===== src/rtl/countdown_timer.sv =====
// Loadable down-counter with valid/ready load handshake, abort, and optional
// self-reload; pulses underflow for one cycle when decremented past zero.
module countdown_timer #(
   parameter  int MAX_COUNT = 31,
   localparam int BIT_WIDTH = $clog2(MAX_COUNT + 1)
) (
   input  logic                 clk,
   input  logic                 rstn,
   input  logic                 load_valid,
   output logic                 load_ready,
   input  logic [BIT_WIDTH-1:0] load_value,
   input  logic                 auto_reload,
   input  logic                 dec,
   input  logic                 abort,
   output logic                 busy,
   output logic [BIT_WIDTH-1:0] out,
   output logic                 underflow
);

   localparam logic [BIT_WIDTH-1:0] MAX_VAL = BIT_WIDTH'(MAX_COUNT);

   typedef enum logic [0:0] {
      IDLE = 1'b0,
      RUN  = 1'b1
   } state_t;

   state_t               state_q;
   logic [BIT_WIDTH-1:0] out_q;
   logic [BIT_WIDTH-1:0] reload_val_q;
   logic                 reload_en_q;
   logic                 underflow_q;
   logic                 busy_q;
   logic                 ready_q;
   logic [BIT_WIDTH-1:0] load_clamped_d;

   // Only reachable when MAX_COUNT+1 is not a power of two.
   function automatic logic [BIT_WIDTH-1:0] clamp(input logic [BIT_WIDTH-1:0] v);
      return (v > MAX_VAL) ? MAX_VAL : v;
   endfunction

   assign load_clamped_d = clamp(load_value);

   always_ff @(posedge clk) begin
      if (!rstn) begin
         state_q      <= IDLE;
         out_q        <= '0;
         reload_val_q <= '0;
         reload_en_q  <= 1'b0;
         underflow_q  <= 1'b0;
         busy_q       <= 1'b0;
         ready_q      <= 1'b1;
      end else begin
         underflow_q <= 1'b0;
         case (state_q)
            IDLE: begin
               if (load_valid) begin
                  out_q        <= load_clamped_d;
                  reload_val_q <= load_clamped_d;
                  reload_en_q  <= auto_reload;
                  state_q      <= RUN;
                  busy_q       <= 1'b1;
                  ready_q      <= 1'b0;
               end
            end
            RUN: begin
               if (abort) begin
                  state_q <= IDLE;
                  out_q   <= '0;
                  busy_q  <= 1'b0;
                  ready_q <= 1'b1;
               end else if (dec) begin
                  if (out_q != '0) begin
                     out_q <= out_q - 1'b1;
                  end else begin
                     // Zero is an underflow event, never a wrap to all-ones.
                     underflow_q <= 1'b1;
                     if (reload_en_q) begin
                        out_q <= reload_val_q;
                     end else begin
                        state_q <= IDLE;
                        busy_q  <= 1'b0;
                        ready_q <= 1'b1;
                     end
                  end
               end
            end
            default: begin
               state_q <= IDLE;
               busy_q  <= 1'b0;
               ready_q <= 1'b1;
            end
         endcase
      end
   end

   assign out        = out_q;
   assign busy       = busy_q;
   assign load_ready = ready_q;
   assign underflow  = underflow_q;

endmodule


===== config.mk =====
export PLATFORM = sky130hd
export DESIGN_NAME = countdown_timer
export DESIGN_NICKNAME = d
export VERILOG_FILES = /design/src/rtl/countdown_timer.sv
export SDC_FILE = /design/constraint.sdc
export NUM_CORES = 1
export LEC_CHECK = 0
export ABC_AREA = 1
export ABC_CLOCK_PERIOD_IN_PS = 1400
export CAP_MARGIN = 10
export CORE_MARGIN = 8
export CORE_UTILIZATION = 43
export CTS_CLUSTER_DIAMETER = 50
export CTS_CLUSTER_SIZE = 30
export DETAILED_ROUTE_END_ITERATION = 6
export PLACE_DENSITY = 0.73
export SLEW_MARGIN = 20
export SYNTH_ARGS = -nofsm -noshare
export SYNTH_HDL_FRONTEND = slang
export SYNTH_SLANG_ARGS = --single-unit

===== constraint.sdc =====
create_clock -name clk -period 1.4 [get_ports clk]
set_clock_uncertainty 0.15 [all_clocks]
set_input_delay 0.28 -clock clk [delete_from_list [all_inputs] [get_ports clk]]
set_output_delay 0.28 -clock clk [all_outputs]
set_load 0.02 [all_outputs]

---- Word-level counts from Yosys, hierarchy flattened ----
Index checks and enable logic that the tools add are counted.
word-level totals
  bits in registers ....................... 15
  latch bits .............................. 0
  bits in writable memories ............... 0
  ROM bits ................................ 0
  bits of input ports ..................... 11
  output and inout port bits .............. 8
  logic and storage cells ................. 48
  memories kept ........................... 0
operators by class
  add/subtract/negate cells ............... 1
  multipliers ............................. 0
  div/mod/pow operators ................... 0
  order comparisons ....................... 1
  equality and inequality tests ........... 5
  shift-type cells ........................ 0
  muxes and demuxes ....................... 26
  bitwise operators ....................... 3
  reductions and logical operators ........ 5
operators by type and width
  operator               count
  $mux W5                6
  $mux W1                16
  $pmux W5 S2            1
  $ne A3 B3 Y1 const B   3
  $pmux W1 S2            3
  $gt A5 B5 Y1 const B   1
  $reduce_bool A5 Y1     1
  $sub A5 B1 Y5 const B  1
  $ne A4 B2 Y1 const B   1
  $reduce_and A4 Y1      1
  $reduce_or A4 Y1       1
  $not A1 Y1             3
  $reduce_and A3 Y1      1
  $ne A2 B2 Y1 const B   1
  $reduce_and A2 Y1      1

---- Longest topological paths before layout ----
  depth after elaboration ................. 5
  depth in mapped cells ................... 10
  mapped depth without buffers ............ 9

---- Worst setup path before layout ----
Ideal clock, no wire load.
  path kind ............................... register to register
  from .................................... register out_q[0] (netlist: out[0])
  to ...................................... register out_q[2] (netlist: out[2])
  library setup time ...................... 0.113 ns
  arrival ................................. 1.344 ns
  data required time ...................... 1.137 ns
  slack ................................... -0.206 ns
  stages on the path, launching flop included .. 10
  buffers on the path ..................... 1
  period minus slack after synthesis ...... 1.606 ns
  cell sequence ........................... dfxtp_1 > inv_1 > ha_1 > buf_2 > nand4_4 > nand2_2 > nand2_2 > nand2_4 > nor2_1 > nor2_1
on the way
  word-level cells in the longest chain between the ends .. 5
  elaborated cells between the ends (all ways) .. 8
  classes of those cells .................. 1 x add/sub; 1 x eq/ne; 4 x mux; 2 x reduce/logical
RTL lines
  item                                                 RTL line  RTL
  start, declared                                      28        logic [BIT_WIDTH-1:0] out_q;
  start signal, assigned                               57        out_q <= load_clamped_d;
  start signal, assigned                               73        out_q <= out_q - 1'b1;
  start signal, assigned                               78        out_q <= reload_val_q;
  $sub A5 B1 Y5 or $reduce_bool A5 Y1 (tied branches)  73, 72
  $mux W5                                              72        if (out_q != '0) begin
  $mux W5                                              71        end else if (dec) begin
  $mux W5                                              66        if (abort) begin
  $pmux W5 S2                                          54        case (state_q)
Several ways; a longest one is shown, not always the timed one. The select of a mux whose other input is x is not followed.
A chain may end at the register's enable or synchronous reset.

---- Worst setup path in the final report ----
  from .................................... register out_q[0] (netlist: out[0])
  to ...................................... output port out[0]
RTL lines
  item           RTL line  RTL
  end, declared  16        output logic [BIT_WIDTH-1:0] out,
No word-level cell between the ends.

==> flow_summary.yaml <==
status:
  status: "finished clean"
worst_setup_path:
  arrival_ps: 960
  slowest_delay_ps: 370
  worstPathCellList: "clkdlybuf4s15_1"
  cp_max_fo: 3
  critical_path.slowest_cell: "dfxtp_4"
  crit_path_start_kind: "flop"
  timing.rr.start: "out[1]"
  path_buf_inv: 1
  critPathTopFamily: "flip-flops"
  cp-startpoint: "out[0]"
  worstSetupPathType: "reg2out"
  worstPathRequired_ps: 970
  cp-end-kind: "output pin"
logic_synthesis:
  synth_cell_types: 22
  netlist_area_sq_um: 810
  synthesis.nets: 132
  ys_ff_latch: 15
  seq_area_frac_synth: 0.371
  syn_area_per_cell_sq_um: 6.75
  syn_inst: 120
  ys_warn_count: 0
timing:
  relSlewSlack: 0.833
  period_share: 0.992
  final.setup.worst_slack_ps: 10.7
  rsz0062_at_grt: "true"
  tightestPinTransition_ps: 248
  hold_violations: 0
  min_period_ps: 1390
  max_freq_ghz: 0.720
  slew_violations: 0
  setup_violations: 0
clocking:
  hold_buffers: 0
  clk_pin_slew_worst_paths_ps: 90
  cts_tree: "done"
  cts-root-buf: "clkbuf_4"
  cts.htree.levels: 1
  cts_buffer_depth: 2
  cts_made_buffers: 3
  clkSinkCount: 15
  insertion_delay_ps: 290
grt:
  use_met3: 0.0260
  grt_pass1_vias: 825
  track_usage: 0.128
  busiest_layer: "met2"
  grt_max_degree: 12
  use_met1: 0.165
  antenna_found_initial: 0
  met2_usage: 0.188
  overflow: 0
  grt_pass1_wl_mm: 3.55
route:
  drt-initial-drc-count: 22
  ant_nets: 0
  viasPerCell: 4.75
  vias: 817
  drc_errors: 0
  avgRoutedWirePerCell_microns: 11.8
  drt-total-wl_mm: 2.03
  dr.pass1.iters: 4
power:
  total_leakage_power_nw: 0.536
  peakVddDrop_mv: 0.530
  power_density_nw_per_um2: 1010
  finalPower_mw: 1.14
final_layout:
  layout_common_cells: "nand2_1, nor2_1, inv_1, dfxtp_1, clkdlybuf4s50_1"
  finalNetCount: 160
  drive_gt1_frac: 0.252
  areaGrowthSynthToFinish_pct: 39.6
  stdcell_count: 172
  antennaDiodeCount: 0
  layout_commonest_cell: "nand2_1"
placed_design:
  gp_congestion: 0.844
  dp.cells: 165
  place_ws_ps: -183
  hpwl_mm: 1.48
  port_buffers: 18
floorplan:
  start_util: 0.464
  die_h_microns: 59.4
  core_area_sq_um: 1750
  fp.dieW_microns: 59.4
  placement_rows: 15
  pin_count: 19
  die-area_sq_um: 3530
min_path:
  worst_hold_path_type: "reg2reg"
  min-delay-start: "reload_val_q[1]"
job:
  cap_viol_max_count: 0
## cells in the mapped netlist, drive strengths merged
cell type,count,share of area
nand3,6,0.043
dfxtp,15,0.37
inv,16,0.074
nor2,17,0.11
o21ai,6,0.042
a21oi,7,0.043
nand2,42,0.21
xnor2,1,0.011
ha,1,0.015
nand4,5,0.057
buf,2,0.012
clkbuf,1,0.0046
nor4,1,0.0077
## path summary, 6_finish.rpt
check,to,slack (ps),cells after the start
worst max register to register,out[4],20,9
worst min register to register,reload_val_q[1],320,2
worst min-delay path,reload_val_q[1],320,2
worst max-delay path,out[0],10,1
## report_power, final
part	internal [mW]	leakage (nW)	switching, mW	total, mW
combinational	0.169	0.395	0.221	0.391
clock	0.111	0.0150	0.142	0.253
sequential	0.465	0.126	0.0284	0.494
total	0.745	0.536	0.391	1.14
## per-layer routing
layer	part of all wire	up-vias	wire [microns]
met5	0	-	0
met4	0.019	0	38
met3	0.042	5	85
met2	0.45	19	918
met1	0.49	361	992
li1	-	432	-
## timing repair
action                                  in CTS  in global routing
cloned                                       1                  0
gates resized for setup                     21                 12
endpoints found under the setup margin      13                 16
hold endpoints to repair                     0                  0
pin swaps                                    3                  8
setup buffers                                1                  1
## layout make-up
type	instances	area, sq um
Tap cell	25	31.3
Inverter	16	65.1
Timing Repair Buffer	25	224
Sequential cell	15	310
Clock buffer	4	26.3
Multi-Input combinational cell	87	473
Fill cell	161	616
## state kept, by name, summed over array words and instances, names as in the netlist
register	cells
reload_en_q	1
underflow	1
out	5
state_q	1
reload_val_q	5
busy	1
load_ready	1
## metrics by stage
step                instance area (sq um)  TNS, ps  utilization  hold slack [ps]
floorplan                             838        0            -              268
global placement                     1070    -1890        0.611              293
detailed placement                   1070    -1990        0.611              301
CTS                                  1110        0        0.639              315
global route                         1130     -263        0.647              356
finish                               1130        0        0.647              317
## cell families (layout without fill, tap and decap cells)
family | Yosys count | count (layout) | synth area share
flip-flops | 15 | 15 | 0.371
adder cells (fa/ha/maj) | 1 | 1 | 0.0155
buffers and inverters | 19 | 45 | 0.0912
XOR/XNOR | 1 | 1 | 0.0108
AO/OA/AOI/OAI | 13 | 13 | 0.0850
AND/OR/NAND/NOR | 71 | 72 | 0.427
Power figures use the tool's default switching activity.
